`src/rtl/pipe_seq_ctrl_if.sv`:
```
// Pipeline sequencing controller bus.
// Groups everything exchanged between the pipeline datapath and pipe_seq_ctrl:
//   - inputs to the controller: bus-busy flags, load hazard, interrupt lines/mask/enable,
//     and the EX/MEM instruction's valid bit, PC, delay-slot flag, exception code and ERET flag.
//   - outputs from the controller: per-register stall/flush, interrupt injection,
//     PC redirect (pc_load/new_pc), and the saved EPC, cause code and halt flag.
// modport master: the datapath side (drives requests, receives control).
// modport slave : the controller side.
interface pipe_seq_ctrl_if #(
  parameter int unsigned ADDR_W = 30,
  parameter int unsigned EXP_W  = 3,
  parameter int unsigned INT_W  = 8
);
  logic              if_busy;
  logic              mem_busy;
  logic              ld_hazard;
  logic [INT_W-1:0]  irq;
  logic [INT_W-1:0]  int_mask;
  logic              int_en;
  logic              mem_en;
  logic [ADDR_W-1:0] mem_pc;
  logic              mem_br_flag;
  logic [EXP_W-1:0]  mem_exp_code;
  logic              mem_eret;

  logic              if_stall;
  logic              id_stall;
  logic              ex_stall;
  logic              mem_stall;
  logic              if_flush;
  logic              id_flush;
  logic              ex_flush;
  logic              mem_flush;
  logic              int_detect;
  logic              pc_load;
  logic [ADDR_W-1:0] new_pc;
  logic [ADDR_W-1:0] epc;
  logic [EXP_W-1:0]  exp_cause;
  logic              halted;

  modport master (
    output if_busy, mem_busy, ld_hazard, irq, int_mask, int_en,
           mem_en, mem_pc, mem_br_flag, mem_exp_code, mem_eret,
    input  if_stall, id_stall, ex_stall, mem_stall,
           if_flush, id_flush, ex_flush, mem_flush,
           int_detect, pc_load, new_pc, epc, exp_cause, halted
  );

  modport slave (
    input  if_busy, mem_busy, ld_hazard, irq, int_mask, int_en,
           mem_en, mem_pc, mem_br_flag, mem_exp_code, mem_eret,
    output if_stall, id_stall, ex_stall, mem_stall,
           if_flush, id_flush, ex_flush, mem_flush,
           int_detect, pc_load, new_pc, epc, exp_cause, halted
  );
endinterface

```
`src/rtl/pipe_seq_ctrl.sv`:
```
// pipe_seq_ctrl: pipeline sequencing controller for the IF/ID, ID/EX, EX/MEM and MEM/WB
// registers. Merges bus-busy and load-hazard stalls, detects unmasked interrupts, takes
// MEM-stage exceptions and ERET, and produces per-register stall/flush and PC redirect.
// Holds EPC and the cause code; halts the core on an exception raised inside the handler.
// Ports:
//   clk    in  clock
//   reset  in  synchronous, active-high reset
//   bus    pipe_seq_ctrl_if.slave  (requests in; stall/flush/redirect/epc/cause/halted out)
// stall/flush/int_detect/pc_load/new_pc are combinational; epc/exp_cause/halted are registered.
module pipe_seq_ctrl #(
  parameter int unsigned       ADDR_W     = 30,
  parameter int unsigned       EXP_W      = 3,
  parameter int unsigned       INT_W      = 8,
  parameter logic [ADDR_W-1:0] EXC_VECTOR = '0
) (
  input  logic           clk,
  input  logic           reset,
  pipe_seq_ctrl_if.slave bus
);

  localparam logic [1:0] ST_RUN     = 2'd0;
  localparam logic [1:0] ST_DRAIN   = 2'd1;
  localparam logic [1:0] ST_HANDLER = 2'd2;
  localparam logic [1:0] ST_HALT    = 2'd3;

  logic [1:0]        state_q, state_d;
  logic [ADDR_W-1:0] epc_q, epc_d;
  logic [EXP_W-1:0]  exp_cause_q, exp_cause_d;
  logic              halted_q, halted_d;

  logic [INT_W-1:0]  irq_live;
  logic              busy, exc, int_pend;
  // Bit order: [3]=IF/ID, [2]=ID/EX, [1]=EX/MEM, [0]=MEM/WB
  logic [3:0]        stall, flush;
  logic              pc_load;
  logic [ADDR_W-1:0] new_pc;

  assign irq_live = bus.irq & ~bus.int_mask;
  assign busy     = bus.if_busy | bus.mem_busy;
  assign exc      = bus.mem_en & (bus.mem_exp_code != '0);
  assign int_pend = bus.int_en & (|irq_live);

  always_comb begin
    state_d     = state_q;
    epc_d       = epc_q;
    exp_cause_d = exp_cause_q;
    halted_d    = halted_q;
    stall       = '0;
    flush       = '0;
    pc_load     = 1'b0;
    new_pc      = epc_q;

    if (reset) begin
      flush = '1;
    end else if (state_q == ST_HALT || busy) begin
      // Busy freezes everything; any pending event is simply seen again next cycle.
      stall = '1;
    end else begin
      unique case (state_q)
        ST_RUN: begin
          if (exc) begin
            flush       = '1;
            pc_load     = 1'b1;
            new_pc      = EXC_VECTOR;
            exp_cause_d = bus.mem_exp_code;
            // An interrupt taken on a delay-slot instruction restarts at the branch.
            epc_d       = (bus.mem_exp_code == EXP_W'(1) && bus.mem_br_flag)
                          ? bus.mem_pc - ADDR_W'(1) : bus.mem_pc;
            state_d     = ST_DRAIN;
          end else if (bus.mem_eret) begin
            flush   = '1;
            pc_load = 1'b1;
          end else if (bus.ld_hazard) begin
            stall = 4'b1100;
            flush = 4'b0100;
          end
        end
        ST_DRAIN: begin
          flush   = '1;
          state_d = ST_HANDLER;
        end
        ST_HANDLER: begin
          if (exc) begin
            flush    = '1;
            halted_d = 1'b1;
            state_d  = ST_HALT;
          end else if (bus.mem_eret) begin
            flush   = '1;
            pc_load = 1'b1;
            state_d = ST_RUN;
          end else if (bus.ld_hazard) begin
            stall = 4'b1100;
            flush = 4'b0100;
          end
        end
        default: ;
      endcase
    end
  end

  always_ff @(posedge clk) begin
    if (reset) begin
      state_q     <= ST_RUN;
      epc_q       <= '0;
      exp_cause_q <= '0;
      halted_q    <= 1'b0;
    end else begin
      state_q     <= state_d;
      epc_q       <= epc_d;
      exp_cause_q <= exp_cause_d;
      halted_q    <= halted_d;
    end
  end

  assign bus.if_stall   = stall[3];
  assign bus.id_stall   = stall[2];
  assign bus.ex_stall   = stall[1];
  assign bus.mem_stall  = stall[0];
  assign bus.if_flush   = flush[3];
  assign bus.id_flush   = flush[2];
  assign bus.ex_flush   = flush[1];
  assign bus.mem_flush  = flush[0];
  assign bus.int_detect = ~reset & (state_q == ST_RUN) & ~busy & ~exc & ~bus.mem_eret & int_pend;
  assign bus.pc_load    = pc_load;
  assign bus.new_pc     = new_pc;
  assign bus.epc        = epc_q;
  assign bus.exp_cause  = exp_cause_q;
  assign bus.halted     = halted_q;

endmodule

```
`src/flat_wrapper.sv`:
```
// flat-port wrapper written by rule: the top's interface ports become plain ports
module pipe_seq_ctrl_flat 
#(
  parameter int unsigned       ADDR_W     = 30,
  parameter int unsigned       EXP_W      = 3,
  parameter int unsigned       INT_W      = 8,
  parameter logic [ADDR_W-1:0] EXC_VECTOR = '0
)
  (clk, reset, bus_if_busy, bus_mem_busy, bus_ld_hazard, bus_irq, bus_int_mask, bus_int_en, bus_mem_en, bus_mem_pc, bus_mem_br_flag, bus_mem_exp_code, bus_mem_eret, bus_if_stall, bus_id_stall, bus_ex_stall, bus_mem_stall, bus_if_flush, bus_id_flush, bus_ex_flush, bus_mem_flush, bus_int_detect, bus_pc_load, bus_new_pc, bus_epc, bus_exp_cause, bus_halted);
  pipe_seq_ctrl_if #(.ADDR_W(ADDR_W), .EXP_W(EXP_W), .INT_W(INT_W)) bus_i ();
  input  logic clk;
  input  logic reset;
  input wire logic [$bits(bus_i.if_busy)-1:0] bus_if_busy;
  input wire logic [$bits(bus_i.mem_busy)-1:0] bus_mem_busy;
  input wire logic [$bits(bus_i.ld_hazard)-1:0] bus_ld_hazard;
  input wire logic [$bits(bus_i.irq)-1:0] bus_irq;
  input wire logic [$bits(bus_i.int_mask)-1:0] bus_int_mask;
  input wire logic [$bits(bus_i.int_en)-1:0] bus_int_en;
  input wire logic [$bits(bus_i.mem_en)-1:0] bus_mem_en;
  input wire logic [$bits(bus_i.mem_pc)-1:0] bus_mem_pc;
  input wire logic [$bits(bus_i.mem_br_flag)-1:0] bus_mem_br_flag;
  input wire logic [$bits(bus_i.mem_exp_code)-1:0] bus_mem_exp_code;
  input wire logic [$bits(bus_i.mem_eret)-1:0] bus_mem_eret;
  output wire logic [$bits(bus_i.if_stall)-1:0] bus_if_stall;
  output wire logic [$bits(bus_i.id_stall)-1:0] bus_id_stall;
  output wire logic [$bits(bus_i.ex_stall)-1:0] bus_ex_stall;
  output wire logic [$bits(bus_i.mem_stall)-1:0] bus_mem_stall;
  output wire logic [$bits(bus_i.if_flush)-1:0] bus_if_flush;
  output wire logic [$bits(bus_i.id_flush)-1:0] bus_id_flush;
  output wire logic [$bits(bus_i.ex_flush)-1:0] bus_ex_flush;
  output wire logic [$bits(bus_i.mem_flush)-1:0] bus_mem_flush;
  output wire logic [$bits(bus_i.int_detect)-1:0] bus_int_detect;
  output wire logic [$bits(bus_i.pc_load)-1:0] bus_pc_load;
  output wire logic [$bits(bus_i.new_pc)-1:0] bus_new_pc;
  output wire logic [$bits(bus_i.epc)-1:0] bus_epc;
  output wire logic [$bits(bus_i.exp_cause)-1:0] bus_exp_cause;
  output wire logic [$bits(bus_i.halted)-1:0] bus_halted;
  assign bus_i.if_busy = bus_if_busy;
  assign bus_i.mem_busy = bus_mem_busy;
  assign bus_i.ld_hazard = bus_ld_hazard;
  assign bus_i.irq = bus_irq;
  assign bus_i.int_mask = bus_int_mask;
  assign bus_i.int_en = bus_int_en;
  assign bus_i.mem_en = bus_mem_en;
  assign bus_i.mem_pc = bus_mem_pc;
  assign bus_i.mem_br_flag = bus_mem_br_flag;
  assign bus_i.mem_exp_code = bus_mem_exp_code;
  assign bus_i.mem_eret = bus_mem_eret;
  assign bus_if_stall = bus_i.if_stall;
  assign bus_id_stall = bus_i.id_stall;
  assign bus_ex_stall = bus_i.ex_stall;
  assign bus_mem_stall = bus_i.mem_stall;
  assign bus_if_flush = bus_i.if_flush;
  assign bus_id_flush = bus_i.id_flush;
  assign bus_ex_flush = bus_i.ex_flush;
  assign bus_mem_flush = bus_i.mem_flush;
  assign bus_int_detect = bus_i.int_detect;
  assign bus_pc_load = bus_i.pc_load;
  assign bus_new_pc = bus_i.new_pc;
  assign bus_epc = bus_i.epc;
  assign bus_exp_cause = bus_i.exp_cause;
  assign bus_halted = bus_i.halted;
  pipe_seq_ctrl #(.ADDR_W(ADDR_W), .EXP_W(EXP_W), .INT_W(INT_W), .EXC_VECTOR(EXC_VECTOR)) u_core (.clk(clk), .reset(reset), .bus(bus_i));
endmodule
```
`config.mk`:
```
export PLATFORM = sky130hd
export DESIGN_NAME = pipe_seq_ctrl_flat
export DESIGN_NICKNAME = d
export VERILOG_FILES = /design/src/rtl/pipe_seq_ctrl_if.sv /design/src/rtl/pipe_seq_ctrl.sv /design/src/flat_wrapper.sv
export SDC_FILE = /design/constraint.sdc
export NUM_CORES = 1
export LEC_CHECK = 0
export CAP_MARGIN = 10
export CORE_MARGIN = 2
export CORE_UTILIZATION = 35
export CTS_CLUSTER_SIZE = 20
export DETAILED_ROUTE_END_ITERATION = 12
export PLACE_DENSITY = 0.77
export SLEW_MARGIN = 20
export SYNTH_ARGS = -nofsm -noshare
export SYNTH_HDL_FRONTEND = slang
export SYNTH_SLANG_ARGS = --single-unit
```
`constraint.sdc`:
```
create_clock -name clk -period 2.3 [get_ports clk]
set_clock_uncertainty 0.2 [all_clocks]
set_input_delay 0.46 -clock clk [delete_from_list [all_inputs] [get_ports clk]]
set_output_delay 0.46 -clock clk [all_outputs]
set_load 0.03 [all_outputs]
```
==> results of run 1 <==
[critical path, cell delays in order]
cell     delay [ns]
buf_6          0.09
o31a_1         0.32
buf_4          0.15
nor2_4         0.10
nand2_2        0.07
or2_4          0.26
a31o_4         0.23
buf_6          0.13
[final cells by class]
type / count / area, um2
fill: 503 / 1720
clock inverter: 1 / 5.00
multi-input combinational: 231 / 1910
clock buffer: 6 / 72.6
sequential: 36 / 728
timing repair buffer: 211 / 2090
inverter: 14 / 60.1
tap: 80 / 100
[power by group]
group	switching [mW]	internal [mW]	leakage, nW
clock network	0.214	0.206	0.0410
logic	0.356	0.380	1.62
registers	0.0261	0.652	0.295
total	0.596	1.24	1.96
[path summary, 6_finish.rpt]
path                                                            from                              endpoint
worst max-delay path                             bus_mem_exp_code[2]                          bus_id_flush
worst min-delay path            u_core.bus.exp_cause[0]$_SDFFE_PP0P_  u_core.bus.exp_cause[0]$_SDFFE_PP0P_
worst max register to register        u_core.state_q[1]$_SDFFE_PP0P_        u_core.state_q[1]$_SDFFE_PP0P_
worst min register to register  u_core.bus.exp_cause[0]$_SDFFE_PP0P_  u_core.bus.exp_cause[0]$_SDFFE_PP0P_
[routing by layer]
| layer | vias to the layer above | GRT usage [%] | part of all wire, % |
|---|---|---|---|
| met5 | - | 0 | 0 |
| met2 | 97 | 45.9 | 55 |
| met1 | 1473 | 27.3 | 39 |
| met4 | 0 | 7.10 | 1.9 |
| met3 | 17 | 2.95 | 4.2 |
| li1 | 1450 | - | - |
[registers in the layout, summed over array words and instances (netlist names)]
register / count
u_core.bus.exp_cause: 3
u_core.bus.halted: 1
u_core.bus.epc: 30
u_core.state_q: 2
[synth_stat cells (2+ instances only)]
cell	instances	share of area [%]
xor2_1	19	7.0
nor4_1	5	1.3
xnor2_1	9	3.3
nand4b_1	2	0.73
or4_1	3	0.94
nor2_1	46	7.2
nand3_1	9	1.9
nand2_1	18	2.8
and3_1	2	0.52
a22o_1	2	0.73
clkbuf_1	13	2.0
a21oi_1	8	1.7
a31o_2	2	0.73
or2_2	3	0.79
nand4bb_1	2	0.94
nor3_2	2	0.84
a211oi_2	4	2.1
dfxtp_1	36	30
nor3_1	9	1.9
nand4_1	4	1.0
buf_4	4	1.3
a211oi_1	25	7.9
buf_2	2	0.42
inv_1	14	2.2
nor4_2	2	1.0
or3b_2	2	0.73
nor2b_1	31	8.1
o22ai_1	4	1.0
ha_1	5	2.6
nor4b_1	2	0.73
[placed cells by master, fill, tap and decap left out, types with 7 or more instances in the layout]
cell | Yosys | final
a211oi_1 | 25 | 25
buf_12 | 0 | 7
buf_4 | 4 | 68
buf_6 | 1 | 44
clkdlybuf4s50_1 | 0 | 69
dfxtp_1 | 36 | 34
dlygate4sd2_1 | 0 | 10
inv_1 | 14 | 10
nand2_1 | 18 | 17
nand3_1 | 9 | 8
nor2_1 | 46 | 45
nor2b_4 | 0 | 30
xnor2_1 | 9 | 9
xor2_1 | 19 | 19
[cells by family (layout without fill, tap and decap cells)]
kind of cell | Yosys count | in the layout | synth area share, %
compound gates | 51 | 51 | 16.2
buf+inv | 35 | 232 | 6.56
flops | 36 | 36 | 30.2
simple gates | 147 | 147 | 34.1
fa+ha+maj | 5 | 5 | 2.62
xor+xnor | 28 | 28 | 10.3
[what timing repair did]
item / CTS / global route
pin swaps: 23 / 19
gates resized for setup: 166 / 22
endpoints found under the setup margin: 64 / 60
buffers inserted: 18 / 1
gates cloned: 5 / 0
==> metrics.txt, run 1 <==
DR DRC count=0; PD cells=370 nW/um2; detailed router's first-iteration violation count=56; CTS root buffer=clkbuf_8; R2R cell count=8; fin crit share=108%; setup TNS=-3.07 ns; worst hold margin=0.260 ns; Final setup viols=31; synth unique cells=43; Crit. End Element=primary output; GP Congestion=0.844; Seq/Total Area, Yosys=30.2%; io pins=132; ANT cells=0; Top FF cell, synth=dfxtp_1; layout cells sized above 1=41.3%; Finished Core Util=74.3%; gr ovfl total=0; largest net degree at the start of global routing=26; Initial DRT Pass Iterations=4; Placed Area=4160 um2; failing checks=negative setup slack; Antenna Nets Post-Route=0; Worst slew margin=75.9%; Warnings, synthesis=0; HP Class=flip-flop to flip-flop; fin. max-slew vios=0; Hold Path Cell Cnt=2; nets@finish=562; clock transition at the registers of the reported paths=0.07 ns; Die Y=86.5 um; initial antenna violation count=0; crit start category=input port; die area=7490 um2; P&R area growth vs syn=108%; post-synthesis cell area=2380 um2; vias in the first global route=2978; first-pass GRT wire length=14.3 mm; Worst-Skew Late Latency=0.28 ns; Post-Layout Cell Count=579; Vias/cell=5.25; Synth Net Count=365; Critical Path AT=1.82 ns; worst setup margin=-0.176 ns; Detail Placement HPWL=6.20 mm; outcome=finished with violations; max-cap violations=0; cells after synthesis=302; Initial Utilization=35.7%; power consumption=1.83 mW; routed len/inst=15.9 um; row count=30; WP data required=1.64 ns; Crit Path Class=input port to primary output; flop2flop setup slack=0.19 ns; Post-synth EDFFs=0; Max VDD drop=0.236 mV; Worst-Margin Slew=0.357 ns; H-tree Lvls=2; CTS Hold Bufs=0; fmax=0.404 GHz; pre-CTS WS=-0.924 ns; Mean Syn Cell Area=7.90 um2; port bufs=131; Leak=1.96 nW; Core Area=6680 um2; Sink Count=36; maximum fanout along the worst path=2; Die X-Extent=86.5 um; gr usage total=23.9%; TritonCTS clock tree=done; clock buffer depth=2; WL final=9.18 mm; post-route cell area=4960 um2; Cells after DPL=550; RSZ-0062 raised after global routing=true; final hold vios=0; Final Critical Period=2.48 ns; detailed-route via count=3037; Yosys reg bits=36; asr flop ratio synth=0%; CTS buffer count=5
(Power assumes the default switching activity.)
==> run 2: changes to the inputs <==
--- a/config.mk
+++ b/config.mk
@@ -7,10 +7,11 @@
 export LEC_CHECK = 0
 export CAP_MARGIN = 10
 export CORE_MARGIN = 2
-export CORE_UTILIZATION = 35
+export CORE_UTILIZATION = 39
+export CTS_CLUSTER_DIAMETER = 80
 export CTS_CLUSTER_SIZE = 20
 export DETAILED_ROUTE_END_ITERATION = 12
-export PLACE_DENSITY = 0.77
+export PLACE_DENSITY = 0.81
 export SLEW_MARGIN = 20
 export SYNTH_ARGS = -nofsm -noshare
 export SYNTH_HDL_FRONTEND = slang
==> constraint.sdc (replaced) <==
create_clock -name clk -period 2.5 [get_ports clk]
set_clock_uncertainty 0.2 [all_clocks]
set_input_delay 0.5 -clock clk [delete_from_list [all_inputs] [get_ports clk]]
set_output_delay 0.5 -clock clk [all_outputs]
set_load 0.03 [all_outputs]
==> run 2 against run 1 <==
Effect of this change: the run still ends with negative setup slack left; critical path depth stayed put; routed wire length rose by 12%; die area decreased by 9.8%; critical path type unchanged; largest cell class unchanged; highest routed layer unchanged.
==> metrics.txt, run 2 (same netlist as run 1, synthesis figures left out) <==
Core Area=5920 um2; Die X-Extent=82.2 um; Worst-Margin Slew=0.649 ns; commonest non-fill, non-tap cell in the layout=buf_4; Leak=1.89 nW; GP Congestion=0.877; Worst path most repeated cell=buf_6; fin. max-slew vios=0; final hold vios=0; H-tree Lvls=2; Placed Area=4040 um2; Max VDD drop=0.196 mV; worst setup margin=-0.0213 ns; Worst slew margin=56.4%; Die Y=82.2 um; Crit. End Element=primary output; Final setup viols=5; WL final=10.2 mm; initial antenna violation count=1; Cells after DPL=543; Post-Layout Cell Count=572; vias in the first global route=2848; CTS buffer count=5; r2r startpoint=u_core.state_q[0]$_SDFFE_PP0P_; Vias/cell=5.39; port bufs=131; CP cell instances=buf_6, o31a_1, buf_6, nor2_4, nand2_2, or2_4, a31o_4, buf_6; nets@finish=558; layout cells sized above 1=36.8%; most frequent cells in the layout=buf_4 (91), clkdlybuf4s50_1 (77), nor2_1 (45); Final Critical Period=2.52 ns; RSZ-0062 raised after global routing=true; io pins=132; largest stage delay on the critical path=0.34 ns; fill cell count=394; Detail Placement HPWL=5.88 mm; Buf+Inv Stages, Crit Path=3; Crit Path Class=input port to primary output; clock transition at the registers of the reported paths=0.07 ns; Initial DRT Pass Iterations=4; routed len/inst=17.9 um; maximum fanout along the worst path=2; flop2flop setup slack=0.33 ns; Hold Startpoint=u_core.bus.exp_cause[1]$_SDFFE_PP0P_; CTS root buffer=clkbuf_8; largest net degree at the start of global routing=24; CP Launch Point=bus_mem_exp_code[0]; fin crit share=101%; max FFs per register=30; row count=28; P&R area growth vs syn=94.6%; failing checks=negative setup slack; critical path's slowest cell=o31a_1; HP Class=flip-flop to flip-flop; Initial Utilization=40.3%; max-cap violations=0; Worst-Skew Late Latency=0.29 ns; outcome=finished with violations; Antenna Nets Post-Route=0; Critical Path AT=1.82 ns; detailed-route via count=3081; die area=6760 um2; PD cells=363 nW/um2; gr ovfl total=0; clock buffer depth=2; CTS Hold Bufs=0; Sink Count=36; CP top delay family=compound AO/OA/AOI/OAI gates; DR DRC count=0; TritonCTS clock tree=done; WP data required=1.80 ns; crit start category=input port; first-pass GRT wire length=13.8 mm; detailed router's first-iteration violation count=227; gr usage total=26.8%; post-route cell area=4640 um2; fmax=0.397 GHz
-- run 2: area by class of cell --
class / instances / area, um2 / area share (%)
Clock buffer: 6 / 72.6 / 1.56
Timing Repair Buffer: 207 / 1950 / 42.1
Sequential cell: 36 / 726 / 15.6
Inverter: 14 / 55.1 / 1.19
Tap cell: 75 / 93.8 / 2.02
Antenna cell: 2 / 5.00 / 0.108
Clock inverter: 1 / 5.00 / 0.108
Multi-Input combinational cell: 231 / 1730 / 37.3
-- run 2: final timing paths --
kind,cells past startpoint,endpoint
max,8,bus_id_flush
min,2,u_core.bus.exp_cause[1]$_SDFFE_PP0P_
max reg2reg,8,u_core.state_q[1]$_SDFFE_PP0P_
min reg2reg,2,u_core.bus.exp_cause[1]$_SDFFE_PP0P_
-- run 2: per-layer routing --
| metal | global-route usage [%] | wire, um | part of all wire (%) |
|---|---|---|---|
| met3 | 4.24 | 730 | 7.1 |
| met4 | 10.8 | 378 | 3.7 |
| met1 | 31.6 | 3910 | 38 |
| met2 | 48.2 | 5220 | 51 |
| met5 | 0 | 0 | 0 |
-- run 2: per-stage QoR --
step / util, % / TNS [ns] / total power, mW / hold WS, ns / worst slack (ns)
2_1_floorplan: - / -0.221 / 0.901 / 0.277 / -0.221
3_3_place_gp: 68.3 / -16.47 / 1.18 / 0.242 / -0.359
3_5_place_dp: 68.3 / -17.97 / 1.19 / 0.247 / -0.421
4_1_cts: 74.3 / -0.0579 / 1.62 / 0.255 / -0.0579
5_1_grt: 78.3 / -0.521 / 1.74 / 0.277 / -0.0499
6_report: 78.4 / -0.0455 / 1.68 / 0.255 / -0.0213
-- run 2: where the power goes --
group | internal, mW | switching [mW] | total (mW) | leakage (nW)
combinational | 0.318 | 0.330 | 0.648 | 1.56
clock | 0.190 | 0.221 | 0.411 | 0.0411
sequential | 0.601 | 0.0230 | 0.624 | 0.295
-- run 2: tightest hold or removal path, delay by kind of cell, from the launching register on --
family | cells | cell delay (ns)
flops | 1 | 0.31
simple gates | 1 | 0.05
compound gates | 1 | 0.05
-- run 2: repair_timing --
| item | in CTS | in global routing |
|---|---|---|
| setup endpoints to repair | 58 | 56 |
| cloned | 4 | 0 |
| setup buffers | 10 | 6 |
| pin swaps | 13 | 15 |
| resized for setup | 57 | 52 |
==> RTL change 1 (settings of run 2) <==
`INT_W` is set to 8 in 3 places; all go to 12.
--- a/src/rtl/pipe_seq_ctrl_if.sv
+++ b/src/rtl/pipe_seq_ctrl_if.sv
@@ -10,5 +10,5 @@
   parameter int unsigned ADDR_W = 30,
   parameter int unsigned EXP_W  = 3,
-  parameter int unsigned INT_W  = 8
+  parameter int unsigned INT_W  = 12
 );
   logic              if_busy;
--- a/src/rtl/pipe_seq_ctrl.sv
+++ b/src/rtl/pipe_seq_ctrl.sv
@@ -11,5 +11,5 @@
   parameter int unsigned       ADDR_W     = 30,
   parameter int unsigned       EXP_W      = 3,
-  parameter int unsigned       INT_W      = 8,
+  parameter int unsigned       INT_W      = 12,
   parameter logic [ADDR_W-1:0] EXC_VECTOR = '0
 ) (
--- a/src/flat_wrapper.sv
+++ b/src/flat_wrapper.sv
@@ -4,5 +4,5 @@
   parameter int unsigned       ADDR_W     = 30,
   parameter int unsigned       EXP_W      = 3,
-  parameter int unsigned       INT_W      = 8,
+  parameter int unsigned       INT_W      = 12,
   parameter logic [ADDR_W-1:0] EXC_VECTOR = '0
 )
Ports: changed (resized bus_int_mask and bus_irq); port bits go from 132 to 140. The function was not compared with the original's and may differ.
==> RTL change 1 against run 2 <==
The run still ends with setup timing left; synthesized cell count increased by 13%; wire length increased by 6.8%; sequential power about the same; critical path depth decreased by 1; die area increased by 8.3%; area after synthesis increased by 8.7%; sequential cell count unchanged; via count increased by 20%; non-clock buffer count increased by 32; cell area increased by 8.6%; global-route usage increased by 0.70 points; setup slack got worse by 0.42 ns; power increased by 1.6%; critical path type unchanged; critical endpoint is now bus_new_pc[1]; largest power group unchanged; highest routed layer unchanged.
==> RTL change 1: results (changes against run 2) <==
| Metric | Value |
|---|---|
| Post-DR wirelength/cell | `17.05 um (-4.7%)` |
| Metal-1 WL | `4090 um (+4.6%)` |
| Post-Syn Nets | `413 (+13%)` |
| CTS Buffer Depth | `2 (unchanged)` |
| Max_cap viols | `0 (unchanged)` |
| Max reg flops | `30 (unchanged)` |
| Cell family with most CP delay | `simple AND/OR/NAND/NOR gates` |
| Worst vdd ir | `371.4 uV (+89%)` |
| Failing checks | `setup timing` |
| Vias in the first global route | `3391 (+19%)` |
| Slew margin rel. | `72.82% (+16 points)` |
| GP Congestion | `0.8594 (-2.0%)` |
| Synthesized area per cell | `7.580 um^2 (-4.0%)` |
| Leakage | `2.077 nW (+9.6%)` |
| Library cells used by synthesis | `53 (+23%)` |
| Worst EP arrival | `2.24 ns (+0.42 ns)` |
| Largest net degree at the start of global routing | `46 (+92%)` |
| Total GRT Usage | `27.54% (+0.70 points)` |
| Seq/Total Area, Yosys | `27.80% (-2.4 points)` |
| Post-route cell area | `5039 um^2 (+8.6%)` |
| Nets | `635 (+14%)` |
| GR Layer Usage met2 | `48.51% (+0.28 points)` |
| Critical-path top delay cell | `or4_4` |
| DR vias | `3707 (+20%)` |
| Status | `finished with violations` |
| PortBufs | `139 (+6.1%)` |
| Max incr delay on CP | `0.47 ns (+0.13 ns)` |
| # diodes | `0 (-2)` |
| DR WL met3 | `985 um (+35%)` |
| First-pass GRT wire length | `16270 um (+17%)` |
| # setup viols final | `34 (+29)` |
| Synth cell count leaders | `dfxtp_1, nor2_1, and2_1` |
| First DRT Iteration DRCs | `266 (+17%)` |
| Vias per cell | `5.783 (+7.4%)` |
| Met3 Track Usage GR | `7.218% (+3.0 points)` |
| Initial DRT Pass Iterations | `5 (+1)` |
| Met2 routed WL | `5551 um (+6.4%)` |
| Placed inst area | `4696 um^2 (+16%)` |
| Met1 Use GR | `32.36% (+0.77 points)` |
| Ys Warns | `0 (unchanged)` |
| Pre-CTS WS | `-0.8875 ns (-0.4664 ns)` |
| Initial antenna violation count | `0 (-1)` |
| Fillcell total | `428 (+8.6%)` |
| Synth top area cells | `dfxtp_1, and2_1, nor2_1` |
| Worst setup margin | `-0.4420 ns (-0.4207 ns)` |
| Sum Neg Setup Slack | `-11.87 ns (-11.82 ns)` |
| Placed wire-length estimate | `7403 um (+26%)` |
| Hold Crit Class | `flop to flop` |
| Top_reg_cell synth | `dfxtp_1` |
| Share of layout cells above drive strength 1 | `37.41% (+0.64 points)` |
| Crit-path max FO | `6 (+4)` |
| Placed Cells | `618 (+14%)` |
==> RTL change 1: path summary, 6_finish.rpt <==
check / from / endpoint / slack, ns / cells past startpoint
worst min register to register: u_core.bus.exp_cause[0] / u_core.bus.exp_cause[0] / 0.26 / 2
worst max-delay path: bus_mem_busy / bus_new_pc[1] / -0.44 / 7
worst max register to register: u_core.state_q[1] / u_core.bus.epc[28] / -0.01 / 7
worst min-delay path: u_core.bus.exp_cause[0] / u_core.bus.exp_cause[0] / 0.26 / 2
==> RTL change 1: logic make-up (layout without fill, tap and decap cells) <==
| family | count (synthesis) | after routing | synth area share (%) |
|---|---|---|---|
| buffers and inverters | 40 | 262 | 6.708 |
| adder cells (fa/ha/maj) | 5 | 5 | 2.413 |
| flip-flops | 36 | 36 | 27.80 |
| AO/OA/AOI/OAI | 83 | 83 | 22.44 |
| AND/OR/NAND/NOR | 171 | 171 | 38.27 |
| XOR/XNOR | 7 | 7 | 2.365 |
==> RTL change 1: power by group <==
part	leakage [nW]	internal [W]	switching [W]	total (W)
logic	1.74	0.000349	0.000336	0.000684
clock network	0.0410	0.000190	0.000213	0.000403
registers	0.295	0.000600	0.0000229	0.000623
total	2.08	0.00114	0.000571	0.00171
==> RTL change 1: final cells by class <==
| class | count | share of cell area [%] |
|---|---|---|
| timing repair buffer | 239 | 43.41 |
| multi-input combinational | 266 | 37.50 |
| sequential | 36 | 14.45 |
| tap | 77 | 1.912 |
| clock buffer | 6 | 1.440 |
| inverter | 16 | 1.192 |
| clock inverter | 1 | 0.09933 |
==> RTL change 1: repair_timing <==
action | in CTS | in global routing
cloned | 2 | 1
resized for setup | 217 | 44
endpoints found under the setup margin | 48 | 50
pin swaps | 12 | 10
buffers inserted | 9 | 4
==> RTL change 2 (flow settings as in run 2) <==
Without the edit above. Make the reset (`reset`) asynchronous in one clocked block. Comments in the files are not updated.
--- a/src/rtl/pipe_seq_ctrl.sv
+++ b/src/rtl/pipe_seq_ctrl.sv
@@ -99,5 +99,5 @@
   end
 
-  always_ff @(posedge clk) begin
+  always_ff @(posedge clk or posedge reset) begin
     if (reset) begin
       state_q     <= ST_RUN;
Behaviour: differs if reset is asserted again (counterexample within 4 cycles, from zero or initial values and one cycle with reset high); with reset held inactive, the same outputs for 4 cycles.
==> RTL change 2 against run 2 <==
The run still ends with setup timing left; area after synthesis decreased by 0.58%; fmax is 3.8% lower; setup slack lost 0.10 ns; sequential cell count unchanged; synthesized cell count decreased by 17%; cell area rose by 1.3%; global-route usage rose by 0.14 points; first-iteration DRC count down 66%; wire length shrank 8.6%; sequential share of layout area is 3.5 points higher; largest cell class unchanged.
Power is left out: it rests on default switching activity, and per cell area and clock period it moved more than threefold.
==> RTL change 2: results (changes against run 2) <==
| Metric | Value |
|---|---|
| Slew margin rel. | `67.34% (+11 points)` |
| Met3 Track Usage GR | `6.593% (+2.4 points)` |
| Total GRT Usage | `26.99% (+0.14 points)` |
| Post-Syn Nets | `313 (-14%)` |
| Post-cts resize count | `262 (+360%)` |
| First-pass GRT wire length | `13830 um (-0.15%)` |
| # diodes | `0 (-2)` |
| Fillcell total | `377 (-4.3%)` |
| GP Congestion | `0.8252 (-5.9%)` |
| Synth Area in XOR/XNOR | `10.71% (+0.43 points)` |
| Cell family with most CP delay | `buffers and inverters` |
| Synthesized area per cell | `9.484 um^2 (+20%)` |
| Vias in the first global route | `2850 (+0.070%)` |
| Placed Cells | `507 (-6.6%)` |
| # setup viols final | `30 (+25)` |
| Largest net degree at the start of global routing | `23 (-4.2%)` |
| Synth Area in Adders | `2.639% (+0.015 points)` |
| Sum Neg Setup Slack | `-1.782 ns (-1.737 ns)` |
| Post-Route WL | `9358 um (-8.6%)` |
| Max incr delay on CP | `0.29 ns (-0.05 ns)` |
| Post-DR wirelength/cell | `17.72 um (-0.99%)` |
| DR vias | `2803 (-9.0%)` |
| First DRT Iteration DRCs | `77 (-66%)` |
| GR Layer Usage met2 | `48.70% (+0.47 points)` |
| Synth top area cells | `dfrtp_1, o21bai_1, and2_1` |
| Share of layout cells above drive strength 1 | `40.62% (+3.9 points)` |
| Library cells used by synthesis | `38 (-12%)` |
| Hold Crit Class | `flop to flop` |
| Mux share of post-synthesis cell area | `1.900% (+1.9 points)` |
| Register area | `900.9 um^2 (+24%)` |
| Ys async rst share | `100.0% (+100 points)` |
| Complex-gate fraction of the synthesized area | `14.09% (-2.1 points)` |
| Hold WS | `0.2802 ns (+0.02529 ns)` |
| Pre-CTS WS | `-0.7011 ns (-0.2800 ns)` |
| Synth cell count leaders | `dfrtp_1, and2_1, o21bai_1` |
| Placed inst area | `4195 um^2 (+3.8%)` |
| Status | `finished with violations` |
| Met1 Use GR | `31.11% (-0.49 points)` |
| Failing checks | `setup timing` |
| Worst setup margin | `-0.1214 ns (-0.1001 ns)` |
| Worst EP arrival | `1.92 ns (+0.10 ns)` |
| Placed wire-length estimate | `6027 um (+2.6%)` |
[RTL change 2: cell types whose count changed in the layout (fill, tap and decap cells not counted), sizes merged, moves of 29 or more]
cell	before	now
nor2	46	12
dfxtp	36	0
o21bai	0	30
and2	0	30
a211oi	29	0
dfrtp	0	36
nor2b	31	0
[RTL change 2: cell families after synthesis]
kind of cell / count (synthesis)
simple gates: 100
xor+xnor: 29
compound gates: 47
fa+ha+maj: 5
flops: 36
buf+inv: 29
mux: 4
[RTL change 2: area by class of cell]
type	instances	share of cell area, %
flip-flops and latches	36	19.16
inverters	16	1.411
multi-input cells	185	32.98
clock buffers	6	1.544
well taps	75	1.996
clock inverters	2	0.7453
repair buffers	208	42.16
[RTL change 2: metal layers]
layer / wire (um) / vias to the layer above
li1: - / 1273
met4: 349 / 0
met5: 0 / -
met2: 4696 / 148
met3: 679 / 41
met1: 3633 / 1341
[RTL change 2: worst paths after layout]
path	start	endpoint	slack (ns)	cells past startpoint
max	reset	bus_new_pc[14]	-0.12	8
min	u_core.bus.halted	u_core.bus.halted	0.28	1
max reg2reg	u_core.state_q[1]	u_core.bus.exp_cause[0]	0.19	10
min reg2reg	u_core.bus.halted	u_core.bus.halted	0.28	1
max in group asynchronous	reset	u_core.bus.epc[28]	1.36	4
min in group asynchronous	reset	u_core.bus.epc[29]	0.46	4
[RTL change 2: worst reg2reg max path, stage by stage (launching register included)]
cell and delay [ns]:
dfrtp_1 0.42, ha_4 0.19, nor4_4 0.13, buf_4 0.17
nand3_4 0.12, buf_12 0.17, buf_12 0.12, buf_4 0.13
buf_4 0.14, buf_4 0.15, mux2_2 0.27
